$ cat src/rtl/mem_arbiter.sv
// mem_arbiter: shares one single-port unified RAM between the fetch stage and
// the MEM stage. Each granted access holds the RAM port for MEM_LATENCY
// cycles, then returns a one-cycle registered ready pulse with read data.
// Optional feature macro: MEM_ARB_RR_EN (round-robin on contention; when
// undefined, data always beats fetch).
module mem_arbiter #(
   parameter int unsigned ADDR_W      = 32,
   parameter int unsigned DATA_W      = 32,
   parameter int unsigned MEM_LATENCY = 2
) (
   input  logic              clock,
   input  logic              reset,
   input  logic              if_req,
   input  logic [ADDR_W-1:0] if_addr,
   output logic [DATA_W-1:0] if_rdata,
   output logic              if_ready,
   input  logic              mem_re,
   input  logic              mem_we,
   input  logic [ADDR_W-1:0] mem_addr,
   input  logic [DATA_W-1:0] mem_wdata,
   output logic [DATA_W-1:0] mem_rdata,
   output logic              mem_ready,
   output logic              ram_en,
   output logic              ram_we,
   output logic [ADDR_W-1:0] ram_addr,
   output logic [DATA_W-1:0] ram_wdata,
   input  logic [DATA_W-1:0] ram_rdata,
   output logic              stall_fetch,
   output logic              stall_mem
);

   localparam int unsigned CNT_W = 4;
   localparam logic [CNT_W-1:0] LAT = CNT_W'(MEM_LATENCY);

   typedef enum logic [1:0] {
      IDLE     = 2'd0,
      BUSY_IF  = 2'd1,
      BUSY_MEM = 2'd2
   } state_t;

   state_t             state_q, state_d;
   logic [CNT_W-1:0]   cnt_q, cnt_d;
   logic               ram_en_d, ram_we_d;
   logic [ADDR_W-1:0]  ram_addr_d;
   logic [DATA_W-1:0]  ram_wdata_d, if_rdata_d, mem_rdata_d;
   logic               if_ready_d, mem_ready_d;
   logic               mem_elig, if_elig, pick_mem;

`ifdef MEM_ARB_RR_EN
   // 1 = data was served last, 0 = fetch was served last
   logic               last_grant_q, last_grant_d;
`endif

   // A requester whose ready is up this cycle holds a stale request
   assign mem_elig = (mem_re | mem_we) & ~mem_ready;
   assign if_elig  = if_req & ~if_ready;

   // Stalls drop in the ready cycle so the pipeline advances at that edge
   assign stall_fetch = if_req & ~if_ready;
   assign stall_mem   = (mem_re | mem_we) & ~mem_ready;

   // Winner selection when a grant is possible
   always_comb begin
      pick_mem = mem_elig;
`ifdef MEM_ARB_RR_EN
      if (mem_elig && if_elig) pick_mem = ~last_grant_q;
`endif
   end

   // Next-state and next-output logic
   always_comb begin
      state_d     = state_q;
      cnt_d       = cnt_q;
      ram_en_d    = ram_en;
      ram_we_d    = ram_we;
      ram_addr_d  = ram_addr;
      ram_wdata_d = ram_wdata;
      if_rdata_d  = if_rdata;
      mem_rdata_d = mem_rdata;
      if_ready_d  = 1'b0;
      mem_ready_d = 1'b0;
`ifdef MEM_ARB_RR_EN
      last_grant_d = last_grant_q;
`endif
      case (state_q)
         IDLE: begin
            if (pick_mem) begin
               state_d     = BUSY_MEM;
               cnt_d       = CNT_W'(1);
               ram_en_d    = 1'b1;
               ram_we_d    = mem_we;
               ram_addr_d  = mem_addr;
               ram_wdata_d = mem_wdata;
`ifdef MEM_ARB_RR_EN
               last_grant_d = 1'b1;
`endif
            end else if (if_elig) begin
               state_d    = BUSY_IF;
               cnt_d      = CNT_W'(1);
               ram_en_d   = 1'b1;
               ram_we_d   = 1'b0;
               ram_addr_d = if_addr;
`ifdef MEM_ARB_RR_EN
               last_grant_d = 1'b0;
`endif
            end else begin
               ram_en_d = 1'b0;
               ram_we_d = 1'b0;
            end
         end
         BUSY_IF, BUSY_MEM: begin
            if (cnt_q == LAT) begin
               state_d  = IDLE;
               cnt_d    = '0;
               ram_en_d = 1'b0;
               ram_we_d = 1'b0;
               if (state_q == BUSY_IF) begin
                  if_rdata_d = ram_rdata;
                  if_ready_d = 1'b1;
               end else begin
                  mem_ready_d = 1'b1;
                  if (!ram_we) mem_rdata_d = ram_rdata;
               end
            end else begin
               cnt_d = cnt_q + CNT_W'(1);
            end
         end
         default: begin
            state_d  = IDLE;
            cnt_d    = '0;
            ram_en_d = 1'b0;
            ram_we_d = 1'b0;
         end
      endcase
   end

   // State and registered outputs; reset abandons any in-flight access
   always_ff @(posedge clock or posedge reset) begin
      if (reset) begin
         state_q   <= IDLE;
         cnt_q     <= '0;
         ram_en    <= 1'b0;
         ram_we    <= 1'b0;
         ram_addr  <= '0;
         ram_wdata <= '0;
         if_rdata  <= '0;
         mem_rdata <= '0;
         if_ready  <= 1'b0;
         mem_ready <= 1'b0;
      end else begin
         state_q   <= state_d;
         cnt_q     <= cnt_d;
         ram_en    <= ram_en_d;
         ram_we    <= ram_we_d;
         ram_addr  <= ram_addr_d;
         ram_wdata <= ram_wdata_d;
         if_rdata  <= if_rdata_d;
         mem_rdata <= mem_rdata_d;
         if_ready  <= if_ready_d;
         mem_ready <= mem_ready_d;
      end
   end

`ifdef MEM_ARB_RR_EN
   // Round-robin history; starts at "fetch" so data wins the first tie
   always_ff @(posedge clock or posedge reset) begin
      if (reset) last_grant_q <= 1'b0;
      else       last_grant_q <= last_grant_d;
   end
`endif

endmodule
$ cat config.mk
export PLATFORM = sky130hd
export DESIGN_NAME = mem_arbiter
export DESIGN_NICKNAME = d
export VERILOG_FILES = /design/src/rtl/mem_arbiter.sv
export SDC_FILE = /design/constraint.sdc
export NUM_CORES = 1
export LEC_CHECK = 0
export ABC_CLOCK_PERIOD_IN_PS = 9450
export CAP_MARGIN = 10
export CORE_MARGIN = 1
export CORE_UTILIZATION = 45
export CTS_CLUSTER_SIZE = 14
export DETAILED_ROUTE_END_ITERATION = 6
export GPL_ROUTABILITY_DRIVEN = 0
export PLACE_DENSITY = 0.9
export SLEW_MARGIN = 15
export SYNTH_ARGS = -nofsm -noshare
export SYNTH_HDL_FRONTEND = slang
export SYNTH_SLANG_ARGS = --single-unit
$ cat constraint.sdc
create_clock -name clock -period 9.45 [get_ports clock]
set_input_delay 0.945 -clock clock [delete_from_list [all_inputs] [get_ports clock]]
set_output_delay 0.945 -clock clock [all_outputs]
set_load 0.01 [all_outputs]
==> results.yml <==
sta:
  max_slew_margin_pct: 47.9
  fmax_mhz: 266
  setup_viol: 0
  tns_ns: 0
  slew_violations: 0
  period_minus_slack_ns: 3.75
  layout_setup_ws_ns: 5.70
  period_share_pct: 39.7
  hold_viol: 0
  worst_slew_pin_slew_ns: 0.779
  rsz0062_at_grt: "false"
  clock_skew_ns: 0.00980
global_routing:
  grt_pass1_wl_mm: 23.7
  grtUsageTotal_pct: 24.4
  grt_max_degree: 86
  antenna_found_initial: 0
  grt_pass1_vias: 4536
  grt_overflow: 0
clock_tree:
  clockRootBuffer: "clkbuf_16"
  cts_resized: 0
  htreeDepth: 4
  postCtsSetupBuffers: 0
  hold_buffers: 0
  cts_tree: "yes"
  cts_buffer_depth: 2
  cts_buffers: 17
  cts.sinks: 138
  clk_latency_ns: 0.42
  cts.reportedPaths.clkPinSlew_ns: 0.05
power_and_ir_drop:
  switching_share_pct: 30.8
  irDropWorstVdd_uv: 169
  p_sw_mw: 0.905
  p_comb_share_pct: 43.2
  leakagePower_nw: 3.93
  p_per_area_nw_per_um2: 322
  p_int_mw: 2.03
  clkPwrFrac_pct: 22.7
  finalPower_mw: 2.94
  seqPwrFrac_pct: 34.1
synth:
  syn_inst: 395
  synth.yosys.seq_area_share_pct: 60.3
  syn_avg_cell_area_sq_um: 14.5
  synth_cell_types: 33
  ys_seq_elements: 138
  ys.warnings.count: 0
  synth_largest_area_cell: "dfrtp_1"
  yosys-top-cells-area: "dfrtp_1, mux2_2, mux2_4"
  yosysTopAreaCellShare_pct: 60.3
  syn_nets: 533
  syn_area_sq_um: 5730
finish:
  multi_input_comb_area_sq_um: 2100
  nFillCells: 794
  drive_above_1_share_pct: 19.7
  regArea_sq_um: 3450
  nets: 800
  n_antenna_cell: 0
  area_growth_pct: 59.1
setup_path:
  crit_start: "mem_we"
  critPathRequiredTime_ns: 8.51
  cp_slowest_stage_delay_ns: 0.55
  r2r-start: "mem_ready"
  worstSetupPathType: "primary input to output port"
  crit_path_frequent_cell: "clkdlybuf4s50_1"
  timing.rr.end: "ram_wdata[6]"
  ff2ff_setup_slack_ns: 7.18
  cp_slowest_cell: "clkdlybuf4s50_1"
  end_kind: "output port"
  r2r_cells: 5
  critPathTopFamily: "buffers and inverters"
  critPathLaunchType: "primary input"
  worstPathArrival_ns: 2.81
  path_buf_inv: 4
  cp_cell_sequence: "clkdlybuf4s50_1 > o21bai_4 > buf_4 > inv_4 > clkdlybuf4s50_1"
  worstPathMaxFanout: 33
floorplanning:
  start_util_pct: 46.9
  ios: 267
  coreArea_sq_um: 12200
  row_count: 40
  die-area_sq_um: 13200
  die_h_um: 115
  die_x_um: 115
run:
  cap_viol_max_count: 0
routing:
  drcViolationCount: 0
  first_pass_iters: 4
  wirelength_mm: 15.7
  drtAntennaViolNets: 0
  viasPerCell: 4.89
  wire_per_inst_um: 18.7
  routed-via-count: 4116
  drtIter0Drc: 179
status:
  status: "complete, no violations"
placement:
  io_buffers: 266
  place_hpwl_mm: 11.1
  dp_slack_ns: 5.70
min_path:
  hold_end: "ram_addr[13]"
  min_path_type: "flip-flop to flip-flop"
  hold_depth: 2
  min_from: "ram_addr[13]"
-- routing by layer --
| metal | global-route usage (%) | wire length [um] | vias to the layer above |
|---|---|---|---|
| li1 | - | - | 1903 |
| met1 | 26.7 | 5960 | 1989 |
| met2 | 41.9 | 7780 | 195 |
| met3 | 10.2 | 1560 | 29 |
| met4 | 9.87 | 408 | 0 |
| met5 | 0 | 0 | - |
-- layout make-up --
cell class | instances | share of cell area (%)
flip-flops and latches | 138 | 37.9
repair buffers | 271 | 29.9
multi-input cells | 229 | 23.0
clock buffers | 25 | 5.66
well taps | 168 | 2.31
clock inverters | 6 | 0.933
inverters | 5 | 0.288
-- worst reg2reg max path: stages (launching register included) --
cell,delay [ns]
dfrtp_1,0.35
o21bai_4,0.12
buf_4,0.47
inv_4,0.16
nand2_2,0.61
mux2_2,0.45
-- how the worst max path moves through the flow --
stage,endpoint,slack [ns],cells after the start
floorplan,cnt_q[0],4.81,1
global placement,stall_mem,5.75,5
detailed placement,ram_addr[27],5.70,6
CTS,stall_mem,5.69,5
global route,stall_mem,5.65,5
finish,stall_mem,5.70,5
-- power groups by stage --
stage	Clock (mW)	Sequential [mW]	Combinational, mW
finish	0.668	1.00	1.27
global route	0.707	1.03	1.35
CTS	0.680	1.00	1.27
detailed placement	0	1.00	1.25
global placement	0	0.987	1.21
floorplan	0	1.10	0.484
-- per-stage QoR --
step | hold WS, ns | utilization, % | instance area [sq um] | instances
after global placement | 0.461 | 69.5 | 8480 | 810
after floorplan | 0.499 | - | 5730 | 395
after CTS | 0.481 | 74.4 | 9080 | 841
after global routing | 0.497 | 74.6 | 9110 | 842
after detailed placement | 0.469 | 69.5 | 8480 | 810
final | 0.480 | 74.6 | 9110 | 842
-- sequential cells by signal, indices dropped and copies added (netlist names) --
name       flops
if_rdata      32
mem_rdata     32
ram_addr      32
ram_wdata     32
cnt_q          4
state_q        2
if_ready       1
mem_ready      1
ram_en         1
ram_we         1
-- cells by family after synthesis --
| family | count (synthesis) | synth area share (%) |
|---|---|---|
| compound gates | 47 | 4.43 |
| flops | 138 | 60.3 |
| mux | 128 | 26.4 |
| fa+ha+maj | 5 | 1.09 |
| buf+inv | 28 | 3.45 |
| simple gates | 49 | 4.32 |
-- cell usage after synthesis (all sizes together) --
| library cell | n |
|---|---|
| a21oi | 3 |
| a22o | 1 |
| and2 | 1 |
| and3b | 1 |
| and4b | 1 |
| buf | 21 |
| clkbuf | 2 |
| dfrtp | 138 |
| ha | 5 |
| inv | 5 |
| mux2 | 96 |
| mux2i | 32 |
| nand2 | 36 |
| nand2b | 1 |
| nand3 | 1 |
| nor2 | 1 |
| nor2b | 3 |
| nor3b | 2 |
| nor4bb | 1 |
| o21ai | 39 |
| o21bai | 1 |
| o31ai | 3 |
| or3b | 1 |
-- cell usage in the layout (no fill, tap or decap), types with 2 or more instances in the layout --
cell type | Yosys | final
a21oi_1 | 3 | 3
buf_4 | 5 | 3
bufinv_16 | 0 | 2
clkbuf_1 | 2 | 2
clkbuf_16 | 0 | 17
clkbuf_8 | 0 | 6
clkdlybuf4s50_1 | 0 | 266
clkinv_2 | 0 | 2
clkinvlp_4 | 0 | 2
dfrtp_1 | 138 | 138
ha_1 | 5 | 5
inv_1 | 4 | 3
mux2_1 | 6 | 6
mux2_2 | 60 | 60
mux2_4 | 30 | 30
mux2i_1 | 32 | 32
nand2_1 | 35 | 35
nor2b_1 | 2 | 2
nor3b_2 | 2 | 2
o21ai_0 | 34 | 34
o21ai_1 | 5 | 4
o31ai_1 | 2 | 2
No activity file was read; power rests on OpenSTA's default activity.
